--- src/rtl/sdram_arbiter.sv ---
// sdram_arbiter: shares one SDRAM controller port between three requesters.
// Port 0 (ROM/loader) has fixed priority; ports 1 (CPU) and 2 (aux/video)
// alternate round-robin. The controller edge-detects the level rd/we strobes,
// so every access ends with a low-strobe DONE cycle.
module sdram_arbiter #(
    parameter int ADDR_W  = 25,
    parameter int SETTLE  = 2,
    parameter int TIMEOUT = 1023
) (
    input  logic              clk,
    input  logic              reset_n,

    input  logic              p0_req,
    input  logic              p0_we,
    input  logic [ADDR_W-1:0] p0_addr,
    input  logic [15:0]       p0_din,
    input  logic [1:0]        p0_wtbt,
    output logic              p0_ack,
    output logic [15:0]       p0_dout,

    input  logic              p1_req,
    input  logic              p1_we,
    input  logic [ADDR_W-1:0] p1_addr,
    input  logic [15:0]       p1_din,
    input  logic [1:0]        p1_wtbt,
    output logic              p1_ack,
    output logic [15:0]       p1_dout,

    input  logic              p2_req,
    input  logic              p2_we,
    input  logic [ADDR_W-1:0] p2_addr,
    input  logic [15:0]       p2_din,
    input  logic [1:0]        p2_wtbt,
    output logic              p2_ack,
    output logic [15:0]       p2_dout,

    output logic [ADDR_W-1:0] mem_addr,
    output logic [15:0]       mem_din,
    output logic [1:0]        mem_wtbt,
    output logic              mem_we,
    output logic              mem_rd,
    input  logic              mem_ready,
    input  logic [15:0]       mem_dout,

    output logic              busy,
    output logic              err
);

    localparam int SET_W = (SETTLE  < 2) ? 1 : $clog2(SETTLE + 1);
    localparam int TO_W  = (TIMEOUT < 2) ? 1 : $clog2(TIMEOUT + 1);

    typedef enum logic [2:0] {
        IDLE,
        ISSUE,
        SETTLE_WAIT,
        WAIT_READY,
        DONE
    } state_t;

    state_t            state;
    logic [1:0]        gnt;
    logic              gnt_we;
    logic              rr_last;   // 1 = port 2 was the last round-robin winner
    logic [SET_W-1:0]  set_cnt;
    logic [TO_W-1:0]   to_cnt;

    logic              win_valid;
    logic [1:0]        win;
    logic [ADDR_W-1:0] sel_addr;
    logic [15:0]       sel_din;
    logic [1:0]        sel_wtbt;
    logic              sel_we;
    logic              fin;
    logic [15:0]       rdata;

    assign busy = (state != IDLE);

    // Winner selection: port 0 first, then round-robin between ports 1 and 2.
    always_comb begin
        win_valid = 1'b0;
        win       = 2'd0;
        if (p0_req) begin
            win_valid = 1'b1;
            win       = 2'd0;
        end else if (p1_req && p2_req) begin
            win_valid = 1'b1;
            win       = rr_last ? 2'd1 : 2'd2;
        end else if (p1_req) begin
            win_valid = 1'b1;
            win       = 2'd1;
        end else if (p2_req) begin
            win_valid = 1'b1;
            win       = 2'd2;
        end
    end

    // Qualifier mux for the selected winner.
    always_comb begin
        sel_addr = p0_addr;
        sel_din  = p0_din;
        sel_wtbt = p0_wtbt;
        sel_we   = p0_we;
        case (win)
            2'd1: begin
                sel_addr = p1_addr;
                sel_din  = p1_din;
                sel_wtbt = p1_wtbt;
                sel_we   = p1_we;
            end
            2'd2: begin
                sel_addr = p2_addr;
                sel_din  = p2_din;
                sel_wtbt = p2_wtbt;
                sel_we   = p2_we;
            end
            default: ;
        endcase
    end

    // Completion in WAIT_READY: real ready, or timeout with 16'hFFFF read data.
    always_comb begin
        fin   = mem_ready || (to_cnt == TO_W'(TIMEOUT - 1));
        rdata = mem_ready ? mem_dout : 16'hFFFF;
    end

    // Arbitration / access sequencing FSM with registered outputs.
    always_ff @(posedge clk or negedge reset_n) begin
        if (!reset_n) begin
            state    <= IDLE;
            gnt      <= 2'd0;
            gnt_we   <= 1'b0;
            rr_last  <= 1'b1;
            set_cnt  <= '0;
            to_cnt   <= '0;
            mem_addr <= '0;
            mem_din  <= '0;
            mem_wtbt <= '0;
            mem_we   <= 1'b0;
            mem_rd   <= 1'b0;
            p0_ack   <= 1'b0;
            p1_ack   <= 1'b0;
            p2_ack   <= 1'b0;
            p0_dout  <= '0;
            p1_dout  <= '0;
            p2_dout  <= '0;
            err      <= 1'b0;
        end else begin
            p0_ack <= 1'b0;
            p1_ack <= 1'b0;
            p2_ack <= 1'b0;
            case (state)
                IDLE: begin
                    if (mem_ready && win_valid) begin
                        gnt      <= win;
                        gnt_we   <= sel_we;
                        mem_addr <= sel_addr;
                        mem_din  <= sel_din;
                        mem_wtbt <= sel_wtbt;
                        mem_we   <= sel_we;
                        mem_rd   <= !sel_we;
                        if (win != 2'd0) begin
                            rr_last <= (win == 2'd2);
                        end
                        state    <= ISSUE;
                    end
                end
                ISSUE: begin
                    // First strobe cycle; ready from the controller is still stale.
                    set_cnt <= SET_W'(1);
                    to_cnt  <= '0;
                    state   <= (SETTLE <= 1) ? WAIT_READY : SETTLE_WAIT;
                end
                SETTLE_WAIT: begin
                    if (set_cnt >= SET_W'(SETTLE - 1)) begin
                        state <= WAIT_READY;
                    end else begin
                        set_cnt <= set_cnt + 1'b1;
                    end
                end
                WAIT_READY: begin
                    if (fin) begin
                        if (!mem_ready) begin
                            err <= 1'b1;
                        end
                        case (gnt)
                            2'd1: begin
                                p1_ack <= 1'b1;
                                if (!gnt_we) p1_dout <= rdata;
                            end
                            2'd2: begin
                                p2_ack <= 1'b1;
                                if (!gnt_we) p2_dout <= rdata;
                            end
                            default: begin
                                p0_ack <= 1'b1;
                                if (!gnt_we) p0_dout <= rdata;
                            end
                        endcase
                        mem_rd <= 1'b0;
                        mem_we <= 1'b0;
                        state  <= DONE;
                    end else begin
                        to_cnt <= to_cnt + 1'b1;
                    end
                end
                DONE: begin
                    // Strobe is low here so the next access produces a fresh edge.
                    state <= IDLE;
                end
                default: state <= IDLE;
            endcase
        end
    end

endmodule

--- config.mk ---
export PLATFORM = sky130hd
export DESIGN_NAME = sdram_arbiter
export DESIGN_NICKNAME = d
export VERILOG_FILES = /design/src/rtl/sdram_arbiter.sv
export SDC_FILE = /design/constraint.sdc
export NUM_CORES = 1
export LEC_CHECK = 0
export CAP_MARGIN = 40
export CORE_MARGIN = 2
export CORE_UTILIZATION = 39
export CTS_CLUSTER_DIAMETER = 150
export DETAILED_ROUTE_END_ITERATION = 7
export PLACE_DENSITY = 0.78
export SYNTH_ARGS = -nofsm -noshare
export SYNTH_HDL_FRONTEND = slang
export SYNTH_SLANG_ARGS = --single-unit
--- constraint.sdc ---
create_clock -name clk -period 2 [get_ports clk]
set_input_delay 0.4 -clock clk [delete_from_list [all_inputs] [get_ports clk]]
set_output_delay 0.4 -clock clk [all_outputs]
set_load 0.01 [all_outputs]
==> flow_metrics.env, run 1 <==
export IMPL_status="completed"
export IMPL_wl_mm=16.7
export IMPL_max_freq_ghz=0.510
export IMPL_coreArea_um2=14500
export IMPL_synth_xor_area_share_pct=0
export IMPL_avgSynthCellArea_um2=10.4
export IMPL_switching_share_pct=31.7
export IMPL_gr_usage_all_layers_pct=21.9
export IMPL_clockBufferDepth=2
export IMPL_clock_latency_ps=410
export IMPL_cts_max_level=4
export IMPL_yosysMostFrequentCell="dfrtp_1"
export IMPL_syn_nets=715
export IMPL_seq_area_um2=2910
export IMPL_yosysUniqueCellTypes=53
export IMPL_worst_r2r_cell_count=5
export IMPL_yosys_most_used_dff="dfrtp_1"
export IMPL_clk_pin_slew_ps=60
export IMPL_yosys_top_cells_count="115 x dfrtp_1, 58 x nor2_1, 52 x nand2_1"
export IMPL_synth_edf_count=0
export IMPL_wl_per_cell_um=16.4
export IMPL_die_h_um=126
export IMPL_setup_tns_ps=0
export IMPL_clock_power_share_pct=26.8
export IMPL_placed_area_um2=8690
export IMPL_first_global_vias=5447
export IMPL_syn2layout_area_growth_pct=63.3
export IMPL_cap_violations=0
export IMPL_p_leak_nw=3.93
export IMPL_topRoutingLayerUsed="met4"
export IMPL_grt_pass1_wl_mm=27.4
export IMPL_cts_root_buf="clkbuf_16"
export IMPL_worstPathMaxFanout=6
export IMPL_cts_inserted_buffers=17
export IMPL_grt_max_degree=56
export IMPL_tightestPinTransition_ps=326
export IMPL_cpPeakStageDelay_ps=440
export IMPL_ff2ff_setup_slack_ps=80
export IMPL_dr_first_iter_drc_count=280
export IMPL_path_class="register to output port"
export IMPL_power_density_nw_per_um2=1300
export IMPL_ys_ff_latch=116
export IMPL_first_pass_iters=4
export IMPL_route_met3_wl_mm=1.25
export IMPL_max_slew_margin_pct=78.1
export IMPL_final_area_um2=9400
export IMPL_antenna_found_initial=0
export IMPL_cpMaxStageDelayCell="dfrtp_2"
export IMPL_synth_area_leaders="dfrtp_1 50%, mux2_4 7.8%, a22oi_1 5.6%"
export IMPL_yosys_area_share_simple_pct=13.9
export IMPL_start_util_pct=39.8
export IMPL_yosys_area_share_adder_pct=1.74
export IMPL_endpoint_kind="output port"
export IMPL_startpoint_type="register"
export IMPL_synth_top_family_by_area="compound AO/OA/AOI/OAI gates"
export IMPL_p_seq_share_pct=31.8
export IMPL_r2r_end="p1_dout[2]$_DFFE_PN0P_"
export IMPL_rows=44
export IMPL_hold_viol_final=0
export IMPL_hp_class="input port to async pin"
export IMPL_design_die_area_um2=15800
export IMPL_boundaryPins=252
export IMPL_clkSinkCount=116
export IMPL_wl_met2_mm=8.36
export IMPL_ys_async_sr_fraction_pct=100
export IMPL_clock_skew_ps=10.9
export IMPL_placed_cells=981
export IMPL_cts_tree="yes"
export IMPL_nFillCells=1129
export IMPL_num_vias=5311
export IMPL_numPortBuffers=251
export IMPL_ir_worst_vdd_uv=584
export IMPL_yosys_warnings=0
export IMPL_gp_congestion=0.847
export IMPL_worstPathRequired_ps=1600
export IMPL_num_antenna_cells=0
export IMPL_pwr_share_comb_pct=41.4
export IMPL_yosysSeqAreaShare_pct=50.4
export IMPL_die_w_um=126
export IMPL_viasPerCell=5.22
export IMPL_drc=0
export IMPL_drive_above_1_share_pct=16.7
export IMPL_switching_power_w=0.00387
export IMPL_setup_violations=0
export IMPL_power_internal_w=0.00832
export IMPL_grt_overflow_total=0
export IMPL_syn_cell_area_um2=5760
export IMPL_hpwl_mm=12.6
export IMPL_muxShareOfSynthArea_pct=12.1
export IMPL_finalNetCount=982
export IMPL_cp_arrival_ps=1560
export IMPL_yosysTopAreaCell="dfrtp_1"
export IMPL_p_total_w=0.0122
export IMPL_period_share_pct=98.1
export IMPL_maxSlewViolCount=0
export IMPL_ant_nets=0
export IMPL_r2r_start="to_cnt[6]$_DFFE_PN0P_"
export IMPL_layout_min_cycle_time_ps=1960
export IMPL_m1WireLength_mm=6.63
export IMPL_multiInputGateArea_um2=2670
export IMPL_syn_inst=553
export IMPL_synth_top_area_share_pct=50.0
export IMPL_path_cells="or3_1 -> dlygate4sd2_1"
export IMPL_fin_cells=1017
export IMPL_synth_compound_area_share_pct=18.0
flip-flops by register name, summed over array words and instances, names as in the netlist, 2 cells and up:
signal    flops
p2_dout      16
p1_dout      16
to_cnt       10
p0_dout      16
gnt           2
set_cnt       2
mem_wtbt      2
mem_addr     25
state         3
mem_din      16
worst max path at each step:
stage	start	endpoint	slack (ps)	cells after the start
global route	state[2]$_DFFE_PN0P_	busy	-2	2
finish	state[2]$_DFFE_PN0P_	busy	40	2
floorplan	to_cnt[0]$_DFFE_PN0P_	p0_dout[10]$_DFFE_PN0P_	30	6
CTS	state[2]$_DFFE_PN0P_	busy	1	2
detailed placement	p0_req	mem_addr[23]$_DFFE_PN0P_	-320	8
global placement	p1_req	mem_addr[22]$_DFFE_PN0P_	-250	10
metal layers:
metal	up-vias	track usage [%]
met5	-	0
met4	0	9.35
met3	42	7.40
met2	226	37.4
met1	2522	24.9
li1	2521	-
power by group through the flow:
stage | combinational, W | sequential (W) | clock [W]
after detailed placement | 0.00500 | 0.00392 | 0
after CTS | 0.00503 | 0.00390 | 0.00333
after global routing | 0.00544 | 0.00401 | 0.00344
after global placement | 0.00488 | 0.00385 | 0
after floorplan | 0.00188 | 0.00420 | 0
final | 0.00504 | 0.00388 | 0.00327
cell usage in the layout, fill, tap and decap left out, types with 4 or more instances in the layout:
cell type          n
nand3_1            5
bufinv_16          4
inv_1              9
a22oi_1           41
inv_6              5
clkinv_4           5
o21ai_1            4
buf_4             26
clkdlybuf4s50_1  249
nand4_1            4
and2_1             5
ha_1               5
a21oi_1           48
nand2b_1          18
buf_12            10
nor2_1            58
nand2_1           52
mux2_4            30
clkbuf_16         17
mux2_2            19
dfrtp_1          113
o21ai_0           44
area by class of cell:
cell class              instances  share of cell area, %
clock buffers                  17                   4.52
clock inverters                15                   2.33
inverters                      10                  0.399
multi-input cells             387                   28.4
flip-flops and latches        116                   30.9
well taps                     184                   2.45
repair buffers                288                   31.0
worst max-delay path: cells and delay by family, from the launching register on:
kind,cells,cell delay (ps)
buf+inv,1,310
simple gates,1,410
flops,1,440
through the flow:
step | setup WS, ps | util [%] | hold slack (ps)
2_1_floorplan | 34.6 | - | 104
6_report | 38.7 | 64.9 | 445
4_1_cts | 1.08 | 64.5 | 433
3_3_place_gp | -251 | 60.0 | 324
3_5_place_dp | -317 | 60.0 | 325
5_1_grt | -1.61 | 64.9 | 486
what timing repair did:
item / CTS / global route
hold endpoints to repair: 22 / 0
hold buffers: 1 / 0
buffers inserted: 0 / 3
gates resized for setup: 3 / 8
endpoints found under the setup margin: 1 / 24
pin swaps: 0 / 2
gates cloned: 0 / 0
cell families (layout without fill, tap and decap cells):
kind of cell | count (synthesis) | after routing
adders and majority gates | 8 | 8
DFF | 116 | 116
muxes | 52 | 52
buffers and inverters | 50 | 330
and+or+nand+nor | 162 | 162
AOI/OAI and AO/OA | 165 | 165
(Power assumes the default switching activity.)
==> run 2: changes to the inputs <==
--- a/config.mk
+++ b/config.mk
@@ -6,6 +6,7 @@
 export NUM_CORES = 1
 export LEC_CHECK = 0
 export CAP_MARGIN = 40
+export CORE_ASPECT_RATIO = 1.2
 export CORE_MARGIN = 2
 export CORE_UTILIZATION = 39
 export CTS_CLUSTER_DIAMETER = 150
==> run 2 against run 1 <==
  * Sequential power about the same
  * Register-to-register slack about the same
  * Fmax up 1.7%
  * Power down 0.56%
  * Non-clock buffer count down 6
  * First-iteration DRC count down 0.36%
  * Clock power about the same
==> flow_metrics.env, run 2 (synthesized netlist as in run 1, its figures left out) <==
export IMPL_cap_violations=0
export IMPL_hpwl_mm=13.4
export IMPL_final_cell_mix="249 x clkdlybuf4s50_1, 113 x dfrtp_1, 58 x nor2_1, 52 x nand2_1, 47 x a21oi_1"
export IMPL_cts_tree="yes"
export IMPL_status="completed"
export IMPL_cts_root_buf="clkbuf_16"
export IMPL_cts_max_level=4
export IMPL_setup_violations=0
export IMPL_cts_hold_buf=0
export IMPL_worstPathRequired_ps=2290
export IMPL_cts_inserted_buffers=17
export IMPL_path_cells="and4_4 -> a31oi_4 -> nor4b_4 -> buf_12 -> mux2_2"
export IMPL_finalNetCount=976
export IMPL_cpPeakStageDelay_ps=410
export IMPL_tightestPinTransition_ps=656
export IMPL_gp_congestion=0.859
export IMPL_cpMaxStageDelayCell="dfrtp_1"
export IMPL_mostFrequentLayoutCell="clkdlybuf4s50_1"
export IMPL_dr_first_iter_drc_count=279
export IMPL_clock_skew_ps=10.2
export IMPL_first_pass_iters=6
export IMPL_wl_mm=18.5
export IMPL_power_density_nw_per_um2=1300
export IMPL_hold_worst_slack_ps=55.5
export IMPL_clk_pin_slew_ps=50
export IMPL_regMostFlops="mem_addr"
export IMPL_boundaryPins=252
export IMPL_switching_power_w=0.00375
export IMPL_syn2layout_area_growth_pct=62.0
export IMPL_period_share_pct=96.4
export IMPL_layout_min_cycle_time_ps=1930
export IMPL_path_delay_family="simple AND/OR/NAND/NOR gates"
export IMPL_switching_share_pct=30.9
export IMPL_r2r_start="to_cnt[4]$_DFFE_PN0P_"
export IMPL_ff2ff_setup_slack_ps=70
export IMPL_setup_tns_ps=0
export IMPL_worstPathMaxFanout=16
export IMPL_clock_latency_ps=410
export IMPL_p_leak_nw=3.90
export IMPL_clock_power_share_pct=26.9
export IMPL_path_buf_inv=1
export IMPL_final_area_um2=9330
export IMPL_viasPerCell=5.34
export IMPL_ant_nets=0
export IMPL_startpoint_type="register"
export IMPL_power_internal_w=0.00838
export IMPL_r2r_end="p1_dout[3]$_DFFE_PN0P_"
export IMPL_cp_arrival_ps=2220
export IMPL_grt_max_degree=117
export IMPL_hold_viol_final=0
export IMPL_design_die_area_um2=15800
export IMPL_path_class="register to register"
export IMPL_pwr_share_comb_pct=41.1
export IMPL_grt_overflow_total=0
export IMPL_coreArea_um2=14400
export IMPL_die_w_um=115
export IMPL_maxSlewViolCount=0
export IMPL_nFillCells=1101
export IMPL_ir_worst_vdd_uv=606
export IMPL_clockBufferDepth=2
export IMPL_p_total_w=0.0121
export IMPL_first_global_vias=5393
export IMPL_placed_area_um2=8630
export IMPL_p_seq_share_pct=32.1
export IMPL_endpoint_kind="register"
export IMPL_gr_usage_all_layers_pct=23.5
export IMPL_max_slew_margin_pct=56.3
export IMPL_drive_above_1_share_pct=15.9
export IMPL_hp_class="input port to async pin"
export IMPL_numPortBuffers=251
export IMPL_antenna_found_initial=1
export IMPL_grt_pass1_wl_mm=28.3
export IMPL_largest_register_ffs=25
export IMPL_max_freq_ghz=0.519
export IMPL_num_vias=5349
export IMPL_wl_per_cell_um=18.5
export IMPL_drc=0
export IMPL_start_util_pct=40.0
export IMPL_clkSinkCount=116
export IMPL_worst_r2r_cell_count=5
export IMPL_rows=48
export IMPL_die_h_um=137
-- run 2: cell types whose count changed in the layout (fill, tap and decap cells not counted), moves of 4 or more --
cell | before | now
buf_4 | 26 | 21
clkbuf_8 | 0 | 4
inv_6 | 5 | 0
clkinv_2 | 0 | 5
clkinv_4 | 5 | 0
-- run 2: power by group through the flow --
stage                     Clock (W)  Combinational (W)  Sequential [W]
final                       0.00326            0.00498         0.00389
after floorplan                   0            0.00188         0.00420
after global routing        0.00341            0.00539         0.00400
after global placement            0            0.00481         0.00385
after detailed placement          0            0.00494         0.00391
after CTS                   0.00331            0.00496         0.00390
-- run 2: layout make-up --
| type | instances | area (µm²) | share of cell area, % |
|---|---|---|---|
| inverter | 10 | 37.5 | 0.402 |
| clock buffer | 21 | 480 | 5.15 |
| antenna | 1 | 2.50 | 0.0268 |
| tap | 175 | 219 | 2.35 |
| sequential | 116 | 2910 | 31.2 |
| timing repair buffer | 282 | 2880 | 30.8 |
| multi-input combinational | 387 | 2660 | 28.5 |
| clock inverter | 10 | 153 | 1.64 |
-- run 2: worst max-delay path by stage --
stage,depth (start not counted),slack (ps),from,to
detailed placement,9,-310,p2_req,mem_addr[8]$_DFFE_PN0P_
global placement,9,-210,p2_req,mem_din[3]$_DFFE_PN0P_
CTS,2,0.2,state[0]$_DFFE_PN0P_,busy
finish,5,70,to_cnt[4]$_DFFE_PN0P_,p1_dout[3]$_DFFE_PN0P_
global route,8,-10,rr_last$_DFFE_PN1P_,mem_din[13]$_DFFE_PN0P_
floorplan,6,30,to_cnt[0]$_DFFE_PN0P_,p0_dout[10]$_DFFE_PN0P_
-- run 2: metrics by stage --
| stage | worst slack (ps) | util (%) | cells |
|---|---|---|---|
| global placement | -208 | 59.9 | 967 |
| global route | -13.2 | 64.7 | 1002 |
| finish | 71.4 | 64.7 | 1002 |
| detailed placement | -307 | 59.9 | 967 |
| floorplan | 34.6 | - | 553 |
| CTS | 0.235 | 64.3 | 998 |
-- run 2: layer usage --
metal	vias to the layer above	global-route usage (%)	wire length, µm
met5	-	0	0
met4	0	9.50	425
met3	29	9.08	1820
met2	247	37.8	8970
met1	2569	28.1	7280
li1	2504	-	-
-- run 2: worst reg2reg max path, cell delays in order, from the launching register on --
cell and delay, ps:
dfrtp_1 410, and4_4 300, a31oi_4 160, nor4b_4 360, buf_12 220, mux2_2 360
-- run 2: what timing repair did --
item	4_1_cts	5_1_grt
gates cloned	0	1
setup endpoints to repair	1	31
setup buffers	0	2
resized for setup	2	6
pin swaps	0	2
